**src/rtl/dot_seq.sv**
```systemverilog
// rtl/dot_seq.sv - signed dot-product sequencer driving a shared 2x2 sign-magnitude multiplier
//
// Accepts a command (start/len), streams len operand pairs into an external
// pipelined multiplier, accumulates the returned signed products with
// saturation, and presents the result on a valid/ready output.
//
// Ports:
//   clk, rst_n                  clock, asynchronous active-low reset
//   start, len                  command strobe (IDLE only), length (0 = 16)
//   in_valid/in_ready           operand-pair handshake
//   in_a, in_b, in_asign, in_bsign  operand magnitudes and sign bits
//   mul_a, mul_b, mul_asign, mul_bsign  registered drive to the multiplier
//   mul_m, mul_sign             product magnitude / sign from the multiplier
//   out_valid/out_ready         result handshake
//   out_acc, out_ovf            saturated signed result, saturation flag
//   busy                        high whenever not IDLE
module dot_seq #(
  parameter int ACC_W   = 8,
  parameter int MUL_LAT = 1
) (
  input  logic                    clk,
  input  logic                    rst_n,
  input  logic                    start,
  input  logic [3:0]              len,
  input  logic                    in_valid,
  output logic                    in_ready,
  input  logic [1:0]              in_a,
  input  logic [1:0]              in_b,
  input  logic                    in_asign,
  input  logic                    in_bsign,
  output logic [1:0]              mul_a,
  output logic [1:0]              mul_b,
  output logic                    mul_asign,
  output logic                    mul_bsign,
  input  logic [3:0]              mul_m,
  input  logic                    mul_sign,
  output logic                    out_valid,
  input  logic                    out_ready,
  output logic signed [ACC_W-1:0] out_acc,
  output logic                    out_ovf,
  output logic                    busy
);

  typedef enum logic [1:0] {IDLE, RUN, DRAIN, DONE} state_t;

  localparam logic signed [ACC_W:0] MAX_S = {2'b00, {(ACC_W-1){1'b1}}};
  localparam logic signed [ACC_W:0] MIN_S = {2'b11, {(ACC_W-1){1'b0}}};

  state_t                  state_q, state_d;
  logic [4:0]              len_q, len_d;
  logic [4:0]              issue_q, issue_d;
  logic [4:0]              done_q, done_d;
  logic signed [ACC_W-1:0] acc_q, acc_d;
  logic                    ovf_q, ovf_d;
  logic                    in_ready_q, out_valid_q, busy_q;
  logic [1:0]              mul_a_q, mul_b_q;
  logic                    mul_asign_q, mul_bsign_q;
  // mul_v_q marks a pair on the multiplier inputs; tag_q follows it through
  // the multiplier pipeline so the product is sampled only when it is valid.
  logic                    mul_v_q;
  logic [MUL_LAT-1:0]      tag_q;

  logic                    accept, prod_v;
  logic signed [ACC_W:0]   term, sum;

  always_comb begin
    state_d = state_q;
    len_d   = len_q;
    issue_d = issue_q;
    done_d  = done_q;
    acc_d   = acc_q;
    ovf_d   = ovf_q;

    accept = in_valid & in_ready_q;
    prod_v = tag_q[MUL_LAT-1];

    // A negative sign with zero magnitude negates to zero, so it adds nothing.
    term = {{(ACC_W-3){1'b0}}, mul_m};
    if (mul_sign) term = -term;
    sum = {acc_q[ACC_W-1], acc_q} + term;

    unique case (state_q)
      IDLE: begin
        if (start) begin
          state_d = RUN;
          len_d   = (len == 4'd0) ? 5'd16 : {1'b0, len};
          issue_d = 5'd0;
          done_d  = 5'd0;
          acc_d   = '0;
          ovf_d   = 1'b0;
        end
      end
      RUN: begin
        if (accept) begin
          issue_d = issue_q + 5'd1;
          if (issue_q + 5'd1 == len_q) state_d = DRAIN;
        end
      end
      DRAIN: ;
      DONE: begin
        if (out_ready) state_d = IDLE;
      end
      default: state_d = IDLE;
    endcase

    // Products return only after acceptance, so they land in RUN or DRAIN.
    if (prod_v && (state_q == RUN || state_q == DRAIN)) begin
      done_d = done_q + 5'd1;
      if (sum > MAX_S) begin
        acc_d = MAX_S[ACC_W-1:0];
        ovf_d = 1'b1;
      end else if (sum < MIN_S) begin
        acc_d = MIN_S[ACC_W-1:0];
        ovf_d = 1'b1;
      end else begin
        acc_d = sum[ACC_W-1:0];
      end
      if (state_q == DRAIN && done_q + 5'd1 == len_q) state_d = DONE;
    end
  end

  always_ff @(posedge clk or negedge rst_n) begin
    if (!rst_n) begin
      state_q     <= IDLE;
      len_q       <= 5'd0;
      issue_q     <= 5'd0;
      done_q      <= 5'd0;
      acc_q       <= '0;
      ovf_q       <= 1'b0;
      in_ready_q  <= 1'b0;
      out_valid_q <= 1'b0;
      busy_q      <= 1'b0;
      mul_a_q     <= 2'd0;
      mul_b_q     <= 2'd0;
      mul_asign_q <= 1'b0;
      mul_bsign_q <= 1'b0;
      mul_v_q     <= 1'b0;
      tag_q       <= '0;
    end else begin
      state_q     <= state_d;
      len_q       <= len_d;
      issue_q     <= issue_d;
      done_q      <= done_d;
      acc_q       <= acc_d;
      ovf_q       <= ovf_d;
      // Handshake outputs are registered from the next state.
      in_ready_q  <= (state_d == RUN) && (issue_d < len_d);
      out_valid_q <= (state_d == DONE);
      busy_q      <= (state_d != IDLE);
      mul_a_q     <= accept ? in_a : 2'd0;
      mul_b_q     <= accept ? in_b : 2'd0;
      mul_asign_q <= accept & in_asign;
      mul_bsign_q <= accept & in_bsign;
      mul_v_q     <= accept;
      tag_q[0]    <= mul_v_q;
      for (int i = 1; i < MUL_LAT; i++) tag_q[i] <= tag_q[i-1];
    end
  end

  assign in_ready  = in_ready_q;
  assign out_valid = out_valid_q;
  assign busy      = busy_q;
  assign out_acc   = acc_q;
  assign out_ovf   = ovf_q;
  assign mul_a     = mul_a_q;
  assign mul_b     = mul_b_q;
  assign mul_asign = mul_asign_q;
  assign mul_bsign = mul_bsign_q;

endmodule

```
**config.mk**
```make
export PLATFORM = sky130hd
export DESIGN_NAME = dot_seq
export DESIGN_NICKNAME = d
export VERILOG_FILES = /design/src/rtl/dot_seq.sv
export SDC_FILE = /design/constraint.sdc
export NUM_CORES = 1
export LEC_CHECK = 0
export CORE_MARGIN = 1
export CORE_UTILIZATION = 58
export CTS_CLUSTER_SIZE = 25
export DETAILED_ROUTE_END_ITERATION = 8
export HOLD_SLACK_MARGIN = 0.03
export PLACE_DENSITY = 0.86
export SLEW_MARGIN = 0
export SYNTH_ARGS = -nofsm -noshare
export SYNTH_HDL_FRONTEND = slang
export SYNTH_SLANG_ARGS = --single-unit
```
**constraint.sdc**
```tcl
create_clock -name clk -period 7.6 [get_ports clk]
set_input_delay 0.76 -clock clk [delete_from_list [all_inputs] [get_ports clk]]
set_output_delay 0.76 -clock clk [all_outputs]
set_load 0.1 [all_outputs]
```
==> out/results.txt <==
Synth top area share: 39.1%
ys async rst share: 100%
leakage: 1.36 nW
Area contributors post-synth: dfrtp_1 39%, ha_1 11%, xnor2_1 5.2%
Root Driver: clkbuf_8
post-synthesis register bit count: 37
post-CTS setup buffers: 0
Starting Density: 62.3%
Worst Setup Path Type: in -> reg
Max VDD drop: 0.258 mV
Gate power share: 61.2%
gr usage total: 24.2%
Main synth FF type: dfrtp_1
drt total wl: 4.71 mm
number of H-tree levels: 2
post-DP HPWL: 3.59 mm
Vias/cell: 5.69
first-pass GRT wire length: 7.99 mm
sequential share of the synthesized area: 39.1%
total gr overflow: 0
fin area: 0.00286 sq mm
via count: 1,833
outcome: finished, final reports clean
Bufs and invs on worst path: 1
RSZ-0062 raised after global routing: false
CP Data Required Time: 7800 ps
CTS sink cnt: 37
P&R area growth vs syn: 20.7%
sw frac: 50.1%
IO Count: 38
register share of total power: 27.5%
final setup vio count: 0
die area: 0.00434 sq mm
synth warn: 0
DRC Markers: 0
largest net degree at the start of global routing: 38
CTS Buffer Depth: 2
placed cell areas: 0.00277 sq mm
most common cell after layout, fill and taps aside: dfrtp_1
CTS tree: done
Final Hold Viols: 0
antenna violations before repair: 0
Inserted Clock Buffers: 5
Core Region: 0.00380 sq mm
# hold bufs at CTS: 0
Die Wd: 65.9 um
DRT antenna net count: 0
Routed wire per std cell: 14.6 um
IO Port Bufs: 37
number of flops mapped to enable cells by yosys: 0
Syn Nets: 276
switching power: 0.577 mW
worst-skew pair later-pin latency: 290 ps
Antenna Cells: 0
worst hold slack: 353 ps
most frequent cells in the layout: 37 x dfrtp_1, 36 x clkdlybuf4s50_1, 21 x nand2_1, 21 x ha_1, 17 x inv_1
Mapped Cells: 234
Starting DRT DRC Count: 66
Max Cap Violations: 0
worst hold path class: reg -> reg
CP dominant cell by count: ha_1
Arr. time, crit path: 3870 ps
Power Dens Cells: 403 mW/mm^2
Rows: 22
Crit Reg-Reg Endpoint: in_ready
delay-heaviest family, CP: adder cells
mapped cell area: 0.00237 sq mm
Tmin final: 3670 ps
Crit Path Max Fanout: 8
hold_sp: mul_v_q
worst flop-to-flop path startpoint: state_q[1]
routability cong.: 0.867
fin crit share: 48.3%
Die Ht: 65.9 um
Reg clk slew, reported paths: 70 ps
FF/Latch Area: 926 sq um
setup TNS: 0 ps
largest area contributor in the netlist: dfrtp_1
Multi-input gate area: 0.00136 sq mm
fraction of layout cells with a size suffix above 1: 8.39%
Max-Slew Margin vs Limit: 34.7%
hold depth: 0
startpoint types: input pin
slowest cell on the critical path: clkdlybuf4s50_1
syn avg cell area: 10.1 sq um
clk_skew: 5.71 ps
reg2reg setup slack: 4740 ps
hold path endpoint: prod_v
post_cts resized: 0
f_max: 0.272 GHz
TritonRoute pass-1 iters: 4
Worst Max-Slew Pin Slew: 976 ps
Slew Limit Fails: 0
number of global-route vias before repair: 1,825
Final Net Count: 315
Worst setup EP type: flip-flop
library cells used by synthesis: 48
clock group share of total power: 11.3%
cell chain of the critical path: clkdlybuf4s50_1 -> nor3_1 -> ha_1 -> nand2_1 -> o21ai_0 -> ha_1 -> a211oi_2 -> a21oi_2 -> o41ai_4 -> xnor3_2 -> maj3_1 -> o21ai_1
reg2reg path depth: 9
CP max stage delay: 460 ps
P_int: 0.576 mW
# fillers: 289
layout make-up:
type	instances	share of cell area [%]
Timing Repair Buffer	37	12.8
Sequential cell	37	32.4
Inverter	17	2.23
Multi-Input combinational cell	175	47.5
Clock inverter	3	0.613
Clock buffer	5	2.41
Tap cell	48	2.10
Yosys cell counts, types with 2 or more instances:
| cell type | number |
|---|---|
| mux2_2 | 2 |
| o21ai_0 | 10 |
| clkbuf_1 | 3 |
| maj3_2 | 5 |
| a2111oi_0 | 2 |
| a22o_1 | 5 |
| nor2_1 | 9 |
| nor4_1 | 2 |
| nand4_1 | 2 |
| o211ai_1 | 2 |
| o21ai_1 | 9 |
| nor2b_1 | 4 |
| nand2b_1 | 3 |
| nor3_1 | 4 |
| maj3_1 | 2 |
| inv_1 | 17 |
| xor2_1 | 12 |
| xnor2_1 | 14 |
| nand2_1 | 21 |
| ha_1 | 21 |
| and3_1 | 6 |
| dfrtp_1 | 37 |
| mux2i_1 | 5 |
| nand3_1 | 8 |
| a21oi_1 | 6 |
power groups by stage:
stage	registers [mW]	logic [mW]	clock network, mW
floorplan	0.488	0.378	0
finish	0.317	0.705	0.130
CTS	0.318	0.704	0.133
global placement	0.318	0.684	0
global route	0.325	0.755	0.144
detailed placement	0.321	0.697	0
per-layer routing:
metal  routed length, um  up-vias  part of all wire [%]  global-route usage (%)
li1                    -      900                     -                       -
met1                2210      883                    47                    32.0
met2                2270       45                    48                    40.2
met3                 203        5                   4.3                    4.66
met4                  34        0                  0.72                    6.52
met5                   0        -                     0                       0
metrics by stage:
step                std cells  setup slack (ps)  utilization, %  power, mW
floorplan                 234              4380               -      0.866
global placement          314              3760            73.0       1.00
detailed placement        314              3650            73.0       1.02
CTS                       322              3930            75.2       1.15
global route              322              3620            75.2       1.22
finish                    322              3930            75.2       1.15
cell families after synthesis:
group | after synthesis | share of synthesized area (%)
AND/OR/NAND/NOR | 62 | 12.7
AO/OA/AOI/OAI | 49 | 15.0
flip-flops | 37 | 39.1
adder cells (fa/ha/maj) | 29 | 15.2
XOR/XNOR | 28 | 11.3
buffers and inverters | 22 | 3.59
multiplexers | 7 | 3.07
flip-flops by register name, summed over array words and instances (netlist names), 2 cells and up:
| signal | count |
|---|---|
| mul_a | 2 |
| state_q | 2 |
| mul_b | 2 |
| out_acc | 8 |
| issue_q | 5 |
| len_q | 5 |
| done_q | 5 |
how the worst max path moves through the flow:
stage	startpoint	endpoint	slack [ps]	depth (start not counted)
after floorplan	mul_m[2]	out_acc[0]	4380	11
after global placement	mul_m[2]	out_acc[1]	3760	12
after detailed placement	mul_m[2]	out_acc[1]	3650	12
after CTS	mul_m[2]	out_acc[1]	3930	12
after global routing	mul_m[2]	out_acc[1]	3620	12
final	mul_m[2]	out_acc[1]	3930	12
(Power assumes the default switching activity.)
==> RTL change 1: new RTL, same flow settings <==
Make the reset (`rst_n`) synchronous in one clocked block. Comments in the files are not updated.
--- a/src/rtl/dot_seq.sv
+++ b/src/rtl/dot_seq.sv
@@ -119,7 +119,7 @@
     end
   end
 
-  always_ff @(posedge clk or negedge rst_n) begin
+  always_ff @(posedge clk) begin
     if (!rst_n) begin
       state_q     <= IDLE;
       len_q       <= 5'd0;
Function: differs if rst_n is asserted again (counterexample within 4 cycles, from zero or initial values and one cycle with rst_n low); with rst_n held inactive, the same outputs for 10 cycles.
==> RTL change 1 against the original RTL <==
- register-to-register slack improved by 160 ps
- largest cell class unchanged
- sequential share of layout area decreased by 6.4 points
- clock skew decreased by 3.3 ps
- sequential cell count unchanged
- setup slack improved by 100 ps
- wire length increased by 11%
- final area decreased by 0.22%
- highest routed layer unchanged
- die area decreased by 0.35%
- fmax increased by 2.9%
- synthesized area decreased by 0.37%
Power is not compared: it rests on default switching activity, and its combinational part moved more than twofold at a synthesized area within 25%.
==> RTL change 1: results (changes against the original RTL) <==
Die area - 4326 um^2 (-0.35%)
Worst reg-to-reg setup slack - 4900 ps (+160 ps)
Synth top area cells - dfxtp_1 31%, ha_1 11%, and2_1 4.5%
CP arrival - 3750 ps (-120 ps)
DRT Pass-1 Iters - 5 (+1)
Max Clock Skew - 2.451 ps (-3.259 ps)
Synthesized Nets - 308 (+12%)
Routed wire length - 5248 um (+11%)
Synth top cells by count - 37 x dfxtp_1, 21 x ha_1, 21 x nand2_1
WHS Endpoint - prod_v
DRT iter0 DRCs - 124 (+88%)
R2r worst-path depth - 11 (+2)
Layout fillers - 285 (-1.4%)
Dpl cell area - 2761 um^2 (-0.36%)
Worst R2R End - in_ready
Global-route wire length before repair - 9259 um (+16%)
Tightest Pin Transition - 988.9 ps (+12.74 ps)
Largest net degree at the start of global routing - 27 (-29%)
Post-synth ARST share - 0% (-100 points)
Dpl hpwl - 4061 um (+13%)
Worst stage delay on the critical path - 460 ps (about the same)
Reg2Reg Launch Point - state_q[0]
DR vias - 2,051 (+12%)
Main flop type after synthesis - dfxtp_1
Net count, final - 345 (+9.5%)
Hold depth - 1 (+1)
Hold Startpoint - mul_v_q
GRT Util Overall - 27.83% (+3.6 points)
Fin Hold WS - 436.2 ps (+83.31 ps)
Routability Congestion - 0.8726 (+0.65%)
Status - finished clean
Top delay family on crit path - compound AO/OA/AOI/OAI gates
Yosys cell types - 55 (+15%)
Area occupied by multi-input gates - 1553 um^2 (+14%)
Leakage Power - 1.214 nW
Proportion of layout cells with a drive suffix above 1 - 6.908% (-1.5 points)
Sequential area share after synthesis - 31.41% (-7.7 points)
Slowest stage cell, crit path - clkdlybuf4s50_1
==> RTL change 1: per-layer routing <==
| layer | vias to the layer above | global-route usage (%) | wire length, um |
|---|---|---|---|
| met5 | - | 0 | 0 |
| met4 | 0 | 10.33 | 71 |
| met3 | 9 | 6.724 | 346 |
| met2 | 71 | 44.64 | 2415 |
| met1 | 949 | 35.81 | 2414 |
| li1 | 1022 | - | - |
==> RTL change 1: kinds of logic (layout without fill, tap and decap cells) <==
| family | after synthesis | count (layout) | share of synthesized area [%] |
|---|---|---|---|
| fa+ha+maj | 25 | 25 | 13.42 |
| compound gates | 68 | 68 | 20.74 |
| mux | 5 | 5 | 2.122 |
| simple gates | 92 | 92 | 21.06 |
| buf+inv | 17 | 55 | 2.758 |
| xor+xnor | 22 | 22 | 8.488 |
| flops | 37 | 37 | 31.41 |
==> RTL change 1: power by group through the flow <==
stage	registers [W]	clock network, W	logic [W]
after floorplan	0.000225	0	0.0000471
after global placement	0.000208	0	0.0000894
after detailed placement	0.000209	0	0.0000917
after CTS	0.000204	0.000143	0.0000924
after global routing	0.000205	0.000151	0.000100
final	0.000204	0.000138	0.0000931
==> RTL change 1: layout make-up <==
type | instances | area share [%]
Inverter | 10 | 1.316
Tap cell | 48 | 2.106
Timing Repair Buffer | 37 | 12.99
Clock inverter | 3 | 0.7459
Multi-Input combinational cell | 212 | 54.45
Clock buffer | 5 | 2.413
Sequential cell | 37 | 25.98
==> RTL change 1: worst max-delay path by stage <==
stage,endpoint,slack (ps),depth (start not counted)
after floorplan,out_acc[6],4510,11
after global placement,out_acc[6],3940,12
after detailed placement,out_acc[6],3770,12
after CTS,out_acc[6],4080,12
after global routing,out_acc[6],3880,12
final,out_acc[6],4030,12
==> RTL change 1: per-stage QoR <==
step	setup WS, ps	total power (W)	cells
finish	4033	0.0004354	352
global route	3877	0.0004567	352
CTS	4084	0.0004393	352
detailed placement	3775	0.0003004	344
global placement	3942	0.0002979	344
floorplan	4509	0.0002723	266
==> RTL change 2: new RTL, same flow settings <==
Made on the original files. The parameter `ACC_W` goes from 8 to 12.
--- a/src/rtl/dot_seq.sv
+++ b/src/rtl/dot_seq.sv
@@ -15,7 +15,7 @@
 //   out_acc, out_ovf            saturated signed result, saturation flag
 //   busy                        high whenever not IDLE
 module dot_seq #(
-  parameter int ACC_W   = 8,
+  parameter int ACC_W   = 12,
   parameter int MUL_LAT = 1
 ) (
   input  logic                    clk,
Ports: changed (resized out_acc); port bits go from 38 to 42. No check against the original RTL was run, so the function may have changed too.
==> RTL change 2 against the original RTL <==
- the run now ends with DRC left
- wire length increased by 32%
- fmax decreased by 0.12%
- sequential cell count increased by 4
- critical path depth rose by 2
- setup slack worse by 4.5 ps
- sequential share of layout area decreased by 1.6 points
- final area up 17%
- highest routed layer unchanged
- critical path type unchanged
- first-iteration DRC count up 120%
- synthesized area grew 18%
- die area up 17%
Power is not compared: it rests on default switching activity, and its combinational part moved more than twofold at a synthesized area within 25%.
==> RTL change 2: results (changes against the original RTL) <==
Status - finished, violations left
Failing checks - DRC
Total power - 0.0004549 W
Top delay family on crit path - compound AO/OA/AOI/OAI gates
Main flop type after synthesis - dfrtp_1
Leakage Power - 1.558 nW
Largest net degree at the start of global routing - 42 (+11%)
Clock Sinks - 41 (+11%)
DRT iter0 DRCs - 147 (+120%)
Relative slew slack - 34.49% (-0.23 points)
Post-synth ARST share - 100.0% (unchanged)
Synth top area cells - dfrtp_1 37%, ha_1 11%, o21ai_0 5.2%
Max reg flops - 12 (+4)
Sequential Power Share - 48.4%
Proportion of layout cells with a drive suffix above 1 - 4.802% (-3.6 points)
Max Clock Skew - 5.698 ps (-0.01110 ps)
Worst setup startpoint - mul_m[1]
Number of global-route vias before repair - 2,285 (+25%)
Synth top cells by count - 41 x dfrtp_1, 35 x nand2_1, 29 x o21ai_0
Vias per inst - 5.946 (+4.4%)
CP max FO - 23 (+15)
DRC viols - 3 (+3)
Storage element area - 1026 um^2 (+11%)
Layout fillers - 330 (+14%)
DRT Pass-1 Iters - 7 (+3)
Placed cells - 399 (+27%)
Multi-input combinational gate total - 240 (+37%)
Layout clock area frac - 3.116% (+0.095 points)
Buffering overhead - 12.61% (-0.17 points)
Clk root buf - clkbuf_8
Worst stage delay on the critical path - 430 ps (-30 ps)
CLK BUF - 5 (unchanged)
WHS Endpoint - prod_v
Hold depth - 0 (unchanged)
Logic inverters - 23 (+6)
Reg2Reg Launch Point - state_q[0]
Routability Congestion - 0.9001 (+3.8%)
CP arrival - 3880 ps (about the same)
Maximum vdd drop - 0.1165 mV
Sequential area share after synthesis - 36.75% (-2.4 points)
Post-route insts no fill - 406 (+26%)
Global-route wire length before repair - 10,710 um (+34%)
Resize count post-CTS - 0 (unchanged)
Area occupied by multi-input gates - 1632 um^2 (+20%)
IO Port Bufs - 41 (+11%)
Post-Synthesis Cells - 311 (+33%)
Synthesized Nets - 357 (+29%)
Bufs w/o clock - 43 (+16%)
Wirelength per Cell - 15.26 um (+4.3%)
GRT Util Overall - 26.92% (+2.7 points)
Post-synth top area cell - dfrtp_1
Slowest stage cell, crit path - clkdlybuf4s50_1
Worst reg-to-reg setup slack - 4940 ps (+200 ps)
R2r worst-path depth - 11 (+2)
Clock power frac - 36.7%
Yosys cell types - 53 (+10%)
Crit path capture - out_acc[0]
Dpl hpwl - 4770 um (+33%)
Switching Share - 25.18%
-- RTL change 2: kinds of logic after synthesis --
family / after synthesis / share of synthesized area [%]
adder cells (fa/ha/maj): 26 / 11.92
multiplexers: 6 / 2.196
AO/OA/AOI/OAI: 96 / 20.66
XOR/XNOR: 28 / 8.785
flip-flops: 41 / 36.75
AND/OR/NAND/NOR: 84 / 14.88
buffers and inverters: 30 / 4.796
-- RTL change 2: through the flow --
| step | cell area, um^2 | utilization [%] | setup slack, ps | hold slack, ps |
|---|---|---|---|---|
| floorplan | 2791 | - | 4471 | 331.2 |
| global placement | 3229 | 72.18 | 3825 | 334.0 |
| detailed placement | 3229 | 72.18 | 3670 | 345.0 |
| CTS | 3333 | 74.50 | 3949 | 366.1 |
| global route | 3333 | 74.50 | 3533 | 371.5 |
| finish | 3333 | 74.50 | 3926 | 362.8 |
-- RTL change 2: layer usage --
layer  share of wire (%)  track usage [%]
met2                  48            44.97
met1                  46            36.83
met3                 4.9            5.063
met5                   0                0
met4                0.81            5.556
